### src/rtl/uart_bus_pkg.sv
// Shared constants and state encoding for the UART-to-memory-bus initiator.
package uart_bus_pkg;

    localparam logic [7:0] CMD_WR  = 8'h57;
    localparam logic [7:0] CMD_RD  = 8'h52;
    localparam logic [7:0] RSP_OK  = 8'h4B;
    localparam logic [7:0] RSP_ERR = 8'h3F;

    typedef enum logic [3:0] {
        S_IDLE,
        S_ADDR,
        S_DATA,
        S_WR_REQ,
        S_WR_WAIT,
        S_RD_REQ,
        S_RD_WAIT,
        S_RESP,
        S_CMD_ERR
    } state_t;

endpackage

### src/rtl/uart_bus_master_frame_timeout.sv
// Inter-byte idle counter: saturates at TIMEOUT_CYCLES and flags expiry until cleared.
module frame_timeout #(
    parameter int unsigned TIMEOUT_CYCLES = 250_000
) (
    input  logic clk,
    input  logic rst,
    input  logic enable,
    input  logic clear,
    output logic expired
);

    localparam int CW = $clog2(TIMEOUT_CYCLES + 1);
    localparam logic [CW-1:0] LIMIT = CW'(TIMEOUT_CYCLES);

    logic [CW-1:0] count_reg;

    always_ff @(posedge clk) begin
        if (rst || clear) begin
            count_reg <= '0;
        end else if (enable && (count_reg != LIMIT)) begin
            count_reg <= count_reg + CW'(1);
        end
    end

    assign expired = (count_reg == LIMIT);

endmodule

### src/rtl/uart_bus_master.sv
// Decodes write/read frames from a byte stream and runs single 32-bit bus accesses,
// returning an ack, the read data, or an error byte over the transmit channel.
module uart_bus_master
    import uart_bus_pkg::*;
#(
    parameter int unsigned TIMEOUT_CYCLES = 250_000
) (
    input  logic        clk,
    input  logic        rst,
    input  logic [7:0]  rx_data,
    input  logic        rx_valid,
    output logic [7:0]  tx_data,
    output logic        tx_valid,
    input  logic        tx_ready,
    output logic [31:0] mem_addr,
    output logic [31:0] mem_wdata,
    output logic [3:0]  mem_wmask,
    output logic        mem_rstrb,
    input  logic [31:0] mem_rdata,
    input  logic        mem_rbusy,
    input  logic        mem_wbusy,
    output logic        busy,
    output logic        drop
);

    state_t      state_reg, state_next;
    logic        is_write_reg, is_write_next;
    logic [1:0]  cnt_reg, cnt_next;
    logic [31:0] addr_sh_reg, addr_sh_next;
    logic [31:0] data_sh_reg, data_sh_next;
    logic [31:0] resp_sh_reg, resp_sh_next;
    logic [31:0] mem_addr_reg, mem_addr_next;
    logic [31:0] mem_wdata_reg, mem_wdata_next;
    logic        busy_reg;
    logic        to_enable, to_clear, to_expired;

    // Idle time only counts while a frame is being collected.
    assign to_enable = (state_reg == S_ADDR) || (state_reg == S_DATA);
    assign to_clear  = rx_valid || !to_enable;

    frame_timeout #(.TIMEOUT_CYCLES(TIMEOUT_CYCLES)) u_timeout (
        .clk     (clk),
        .rst     (rst),
        .enable  (to_enable),
        .clear   (to_clear),
        .expired (to_expired)
    );

    always_comb begin
        state_next     = state_reg;
        is_write_next  = is_write_reg;
        cnt_next       = cnt_reg;
        addr_sh_next   = addr_sh_reg;
        data_sh_next   = data_sh_reg;
        resp_sh_next   = resp_sh_reg;
        mem_addr_next  = mem_addr_reg;
        mem_wdata_next = mem_wdata_reg;
        case (state_reg)
            S_IDLE: begin
                if (rx_valid) begin
                    cnt_next = 2'd0;
                    if (rx_data == CMD_WR || rx_data == CMD_RD) begin
                        state_next    = S_ADDR;
                        is_write_next = (rx_data == CMD_WR);
                    end else begin
                        state_next = S_CMD_ERR;
                    end
                end
            end
            S_ADDR: begin
                if (rx_valid) begin
                    addr_sh_next = {addr_sh_reg[23:0], rx_data};
                    cnt_next     = cnt_reg + 2'd1;
                    if (cnt_reg == 2'd3) begin
                        if (is_write_reg) begin
                            state_next = S_DATA;
                        end else begin
                            state_next    = S_RD_REQ;
                            mem_addr_next = {addr_sh_next[31:2], 2'b00};
                        end
                    end
                end else if (to_expired) begin
                    state_next = S_IDLE;
                end
            end
            S_DATA: begin
                if (rx_valid) begin
                    data_sh_next = {data_sh_reg[23:0], rx_data};
                    cnt_next     = cnt_reg + 2'd1;
                    if (cnt_reg == 2'd3) begin
                        state_next     = S_WR_REQ;
                        mem_addr_next  = {addr_sh_reg[31:2], 2'b00};
                        mem_wdata_next = data_sh_next;
                    end
                end else if (to_expired) begin
                    state_next = S_IDLE;
                end
            end
            S_WR_REQ: state_next = S_WR_WAIT;
            S_WR_WAIT: begin
                if (!mem_wbusy) begin
                    state_next   = S_RESP;
                    resp_sh_next = {RSP_OK, 24'h0};
                    cnt_next     = 2'd0;
                end
            end
            S_RD_REQ: state_next = S_RD_WAIT;
            S_RD_WAIT: begin
                if (!mem_rbusy) begin
                    state_next   = S_RESP;
                    resp_sh_next = mem_rdata;
                    cnt_next     = 2'd3;
                end
            end
            S_CMD_ERR: begin
                state_next   = S_RESP;
                resp_sh_next = {RSP_ERR, 24'h0};
                cnt_next     = 2'd0;
            end
            S_RESP: begin
                // cnt_reg holds the number of bytes still to follow the current one.
                if (tx_ready) begin
                    if (cnt_reg == 2'd0) begin
                        state_next = S_IDLE;
                    end else begin
                        resp_sh_next = {resp_sh_reg[23:0], 8'h00};
                        cnt_next     = cnt_reg - 2'd1;
                    end
                end
            end
            default: state_next = S_IDLE;
        endcase
    end

    always_ff @(posedge clk) begin
        if (rst) begin
            state_reg     <= S_IDLE;
            is_write_reg  <= 1'b0;
            cnt_reg       <= 2'd0;
            addr_sh_reg   <= '0;
            data_sh_reg   <= '0;
            resp_sh_reg   <= '0;
            mem_addr_reg  <= '0;
            mem_wdata_reg <= '0;
            busy_reg      <= 1'b0;
        end else begin
            state_reg     <= state_next;
            is_write_reg  <= is_write_next;
            cnt_reg       <= cnt_next;
            addr_sh_reg   <= addr_sh_next;
            data_sh_reg   <= data_sh_next;
            resp_sh_reg   <= resp_sh_next;
            mem_addr_reg  <= mem_addr_next;
            mem_wdata_reg <= mem_wdata_next;
            busy_reg      <= (state_next != S_IDLE);
        end
    end

    assign mem_addr  = mem_addr_reg;
    assign mem_wdata = mem_wdata_reg;
    assign mem_wmask = {4{state_reg == S_WR_REQ}};
    assign mem_rstrb = (state_reg == S_RD_REQ);
    assign tx_data   = resp_sh_reg[31:24];
    assign tx_valid  = (state_reg == S_RESP);
    assign busy      = busy_reg;
    assign drop      = rx_valid && (state_reg inside {S_WR_REQ, S_WR_WAIT, S_RD_REQ,
                                                     S_RD_WAIT, S_RESP, S_CMD_ERR});

endmodule

### config.mk
export PLATFORM = sky130hd
export DESIGN_NAME = uart_bus_master
export DESIGN_NICKNAME = d
export VERILOG_FILES = /design/src/rtl/uart_bus_pkg.sv /design/src/rtl/uart_bus_master_frame_timeout.sv /design/src/rtl/uart_bus_master.sv
export SDC_FILE = /design/constraint.sdc
export NUM_CORES = 1
export LEC_CHECK = 0
export ABC_AREA = 1
export ABC_CLOCK_PERIOD_IN_PS = 2050
export CAP_MARGIN = 40
export CORE_MARGIN = 8
export CORE_UTILIZATION = 55
export CTS_BUF_LIST = sky130_fd_sc_hd__clkbuf_4 sky130_fd_sc_hd__clkbuf_8
export CTS_CLUSTER_DIAMETER = 40
export DETAILED_ROUTE_END_ITERATION = 7
export PLACE_DENSITY = 0.82
export SLEW_MARGIN = 20
export SYNTH_ARGS = -nofsm -noshare
export SYNTH_HDL_FRONTEND = slang
export SYNTH_HIERARCHICAL = 1
export SYNTH_SLANG_ARGS = --single-unit
### constraint.sdc
create_clock -name clk -period 2.05 [get_ports clk]
set_input_delay 0.41 -clock clk [delete_from_list [all_inputs] [get_ports clk]]
set_output_delay 0.41 -clock clk [all_outputs]
set_load 0.05 [all_outputs]
==> flow_metrics.env <==
export IMPL_outcome="finished clean"
export IMPL_grt_max_degree=61
export IMPL_synth_top_cell_area_share_pct=45.6
export IMPL_syn_inst=1097
export IMPL_r2r_start="state_reg[3]"
export IMPL_cts_max_level=4
export IMPL_slowest_delay_ns=0.80
export IMPL_netlist_area_um2=7730
export IMPL_highest_layer="met4"
export IMPL_cpMaxStageDelayCell="clkdlybuf4s50_1"
export IMPL_hold_viol_final=0
export IMPL_yosys_area_top_type="dfxtp_1"
export IMPL_ys_flop_type="dfxtp_1"
export IMPL_wl_met3_um=897
export IMPL_cellLeakagePower_nw=4.48
export IMPL_synth_cell_types=35
export IMPL_start_util_pct=55.9
export IMPL_num_rows=43
export IMPL_coreArea_um2=13800
export IMPL_yosys_warnings=6
export IMPL_drive_above_1_share_pct=9.43
export IMPL_ys_seq_area_share_pct=45.6
export IMPL_antenna_left=0
export IMPL_path_cells="clkdlybuf4s50_1"
export IMPL_gp_congestion=0.872
export IMPL_final_util_pct=70.4
export IMPL_crit_family="buffers and inverters"
export IMPL_io_buffers=123
export IMPL_clk_pin_slew_worst_paths_ns=0.09
export IMPL_diodes=0
export IMPL_seq_area_um2=3530
export IMPL_routed_wirelength_um=19200
export IMPL_async_flop_share_pct=0
export IMPL_drv_cap=0
export IMPL_synth_edff_count=0
export IMPL_fin_crit_sh_pct=97.0
export IMPL_finClkSkew_ns=0.0135
export IMPL_ys_top_cells_by_count="266 x nand2_1, 176 x dfxtp_1, 137 x nor2_1"
export IMPL_numClockSinks=176
export IMPL_insertion_delay_ns=0.46
export IMPL_antenna_found_initial=0
export IMPL_cts_hold_buf=0
export IMPL_synth_most_common_cell="nand2_1"
export IMPL_vias=7286
export IMPL_worstHoldStart="rst"
export IMPL_timing_fmax_ghz=0.503
export IMPL_dr_first_iter_drc_count=582
export IMPL_die_y_um=135
export IMPL_post_drt_wl_per_cell_um=13.7
export IMPL_drv_slew=0
export IMPL_grt_pass1_wl_um=31500
export IMPL_timing_critical_path_required_ns=1.64
export IMPL_grtUsageTotal_pct=21.0
export IMPL_wl_met1_um=8830
export IMPL_critPathArrivalTime_ns=1.58
export IMPL_cts_root_buf="clkbuf_8"
export IMPL_dieArea_um2=18100
export IMPL_cp_num_buf_inv=1
export IMPL_avgSynthCellArea_um2=7.05
export IMPL_ir_drop_v=0.000901
export IMPL_cts_tree="built"
export IMPL_dp_hpwl_um=13400
export IMPL_worstSetupEndpointType="primary output"
export IMPL_nFillCells=1207
export IMPL_layout_nets=1255
export IMPL_die_width_um=135
export IMPL_hp_class="input pin to register"
export IMPL_grt_ovfl_total=0
export IMPL_tns_ns=0
export IMPL_clock_path_buffers=2
export IMPL_crit_start="mem_addr[26]"
export IMPL_synthTopCellsByArea="dfxtp_1 46%, nand2_1 13%, a21oi_1 8.0%"
export IMPL_drt_drc_violations_left=0
export IMPL_synthToLayoutAreaGrowth_pct=25.9
export IMPL_timing_final_crit_period_ns=1.99
export IMPL_ys_ff_latch=176
export IMPL_setup_violations=0
export IMPL_path_max_fanout=2
export IMPL_worst_pin_slew_ns=0.566
export IMPL_cp_start_kind="register"
export IMPL_grt_pass1_vias=6667
export IMPL_pin_count=126
export IMPL_via_per_inst=5.21
export IMPL_wl_met2_um=9160
export IMPL_rsz0062_at_grt="true"
export IMPL_worstSetupPathType="register to primary output"
export IMPL_firstDrtPassIters=5
export IMPL_relSlewSlack_pct=62.3
export IMPL_cts_buffers=17
export IMPL_multi_input_area_um2=3530
export IMPL_power_density_nw_per_um2=861
-- tightest hold or removal path: cells and delay by family --
| family | cells | cell delay (ns) |
|---|---|---|
| simple gates | 3 | 0.16 |
| buf+inv | 2 | 0.27 |
-- placed cells by master (no fill, tap or decap), types with 7 or more instances in the layout --
cell type,n
nand2_1,266
dfxtp_1,174
nor2_1,136
a21oi_1,124
o21ai_0,109
inv_1,82
clkdlybuf4s50_1,45
dlymetal6s2s_1,38
nand3_1,33
dlygate4sd2_1,32
buf_4,32
a22o_1,17
clkbuf_8,17
nand4_1,16
buf_12,14
inv_2,8
o21ai_1,8
xor2_1,7
-- area by class of cell --
class | count | share of cell area (%)
clock inverter | 13 | 1.16
multi-input combinational | 758 | 36.3
timing repair buffer | 164 | 18.0
clock buffer | 18 | 2.48
inverter | 90 | 3.47
tap | 180 | 2.31
sequential | 176 | 36.2
-- path summary, 6_finish.rpt --
| check | endpoint | slack [ns] | cells after the start |
|---|---|---|---|
| worst max-delay path | mem_addr[26] | 0.06 | 1 |
| worst min-delay path | u_timeout/count_reg[17] | 0.42 | 5 |
| worst max register to register | u_timeout/count_reg[10] | 0.15 | 8 |
| worst min register to register | mem_addr[28] | 0.44 | 2 |
-- metrics by stage --
step	hold slack (ns)	worst slack (ns)	cell area, µm²	std cells	power (mW)
finish	0.424	0.0624	9730	1399	8.37
CTS	0.391	0.000355	9630	1399	8.43
global route	0.439	-0.0366	9730	1399	8.85
detailed placement	0.435	-0.0277	9290	1367	6.24
floorplan	0.440	0.107	7750	1098	5.56
global placement	0.431	0.0322	9290	1367	6.21
-- where the power goes --
group	total (mW)	internal (mW)	switching, mW
Sequential	3.96	3.77	0.195
Clock	2.21	0.969	1.24
Combinational	2.20	0.773	1.43
-- what timing repair did --
action	in CTS	in global routing
gates cloned	0	0
setup buffers	1	0
pin swaps	1	1
resized for setup	36	40
hold endpoints to repair	0	0
endpoints found under the setup margin	37	54
-- logic make-up (layout without fill, tap and decap cells) --
logic type | Yosys count | in the layout | synth area share (%)
other | 1 | 2 | 0.0485
adders and majority gates | 2 | 2 | 0.324
xor gates and xnor gates | 9 | 9 | 1.02
and+or+nand+nor | 479 | 479 | 25.5
AOI/OAI and AO/OA | 266 | 266 | 18.5
DFF | 176 | 176 | 45.6
buffers and inverters | 164 | 285 | 9.09
-- per-layer routing --
metal / vias up / global-route usage (%)
met5: - / 0
met4: 0 / 8.05
met3: 23 / 4.79
met2: 166 / 34.6
met1: 3353 / 26.1
li1: 3744 / -
(Power assumes the default switching activity.)
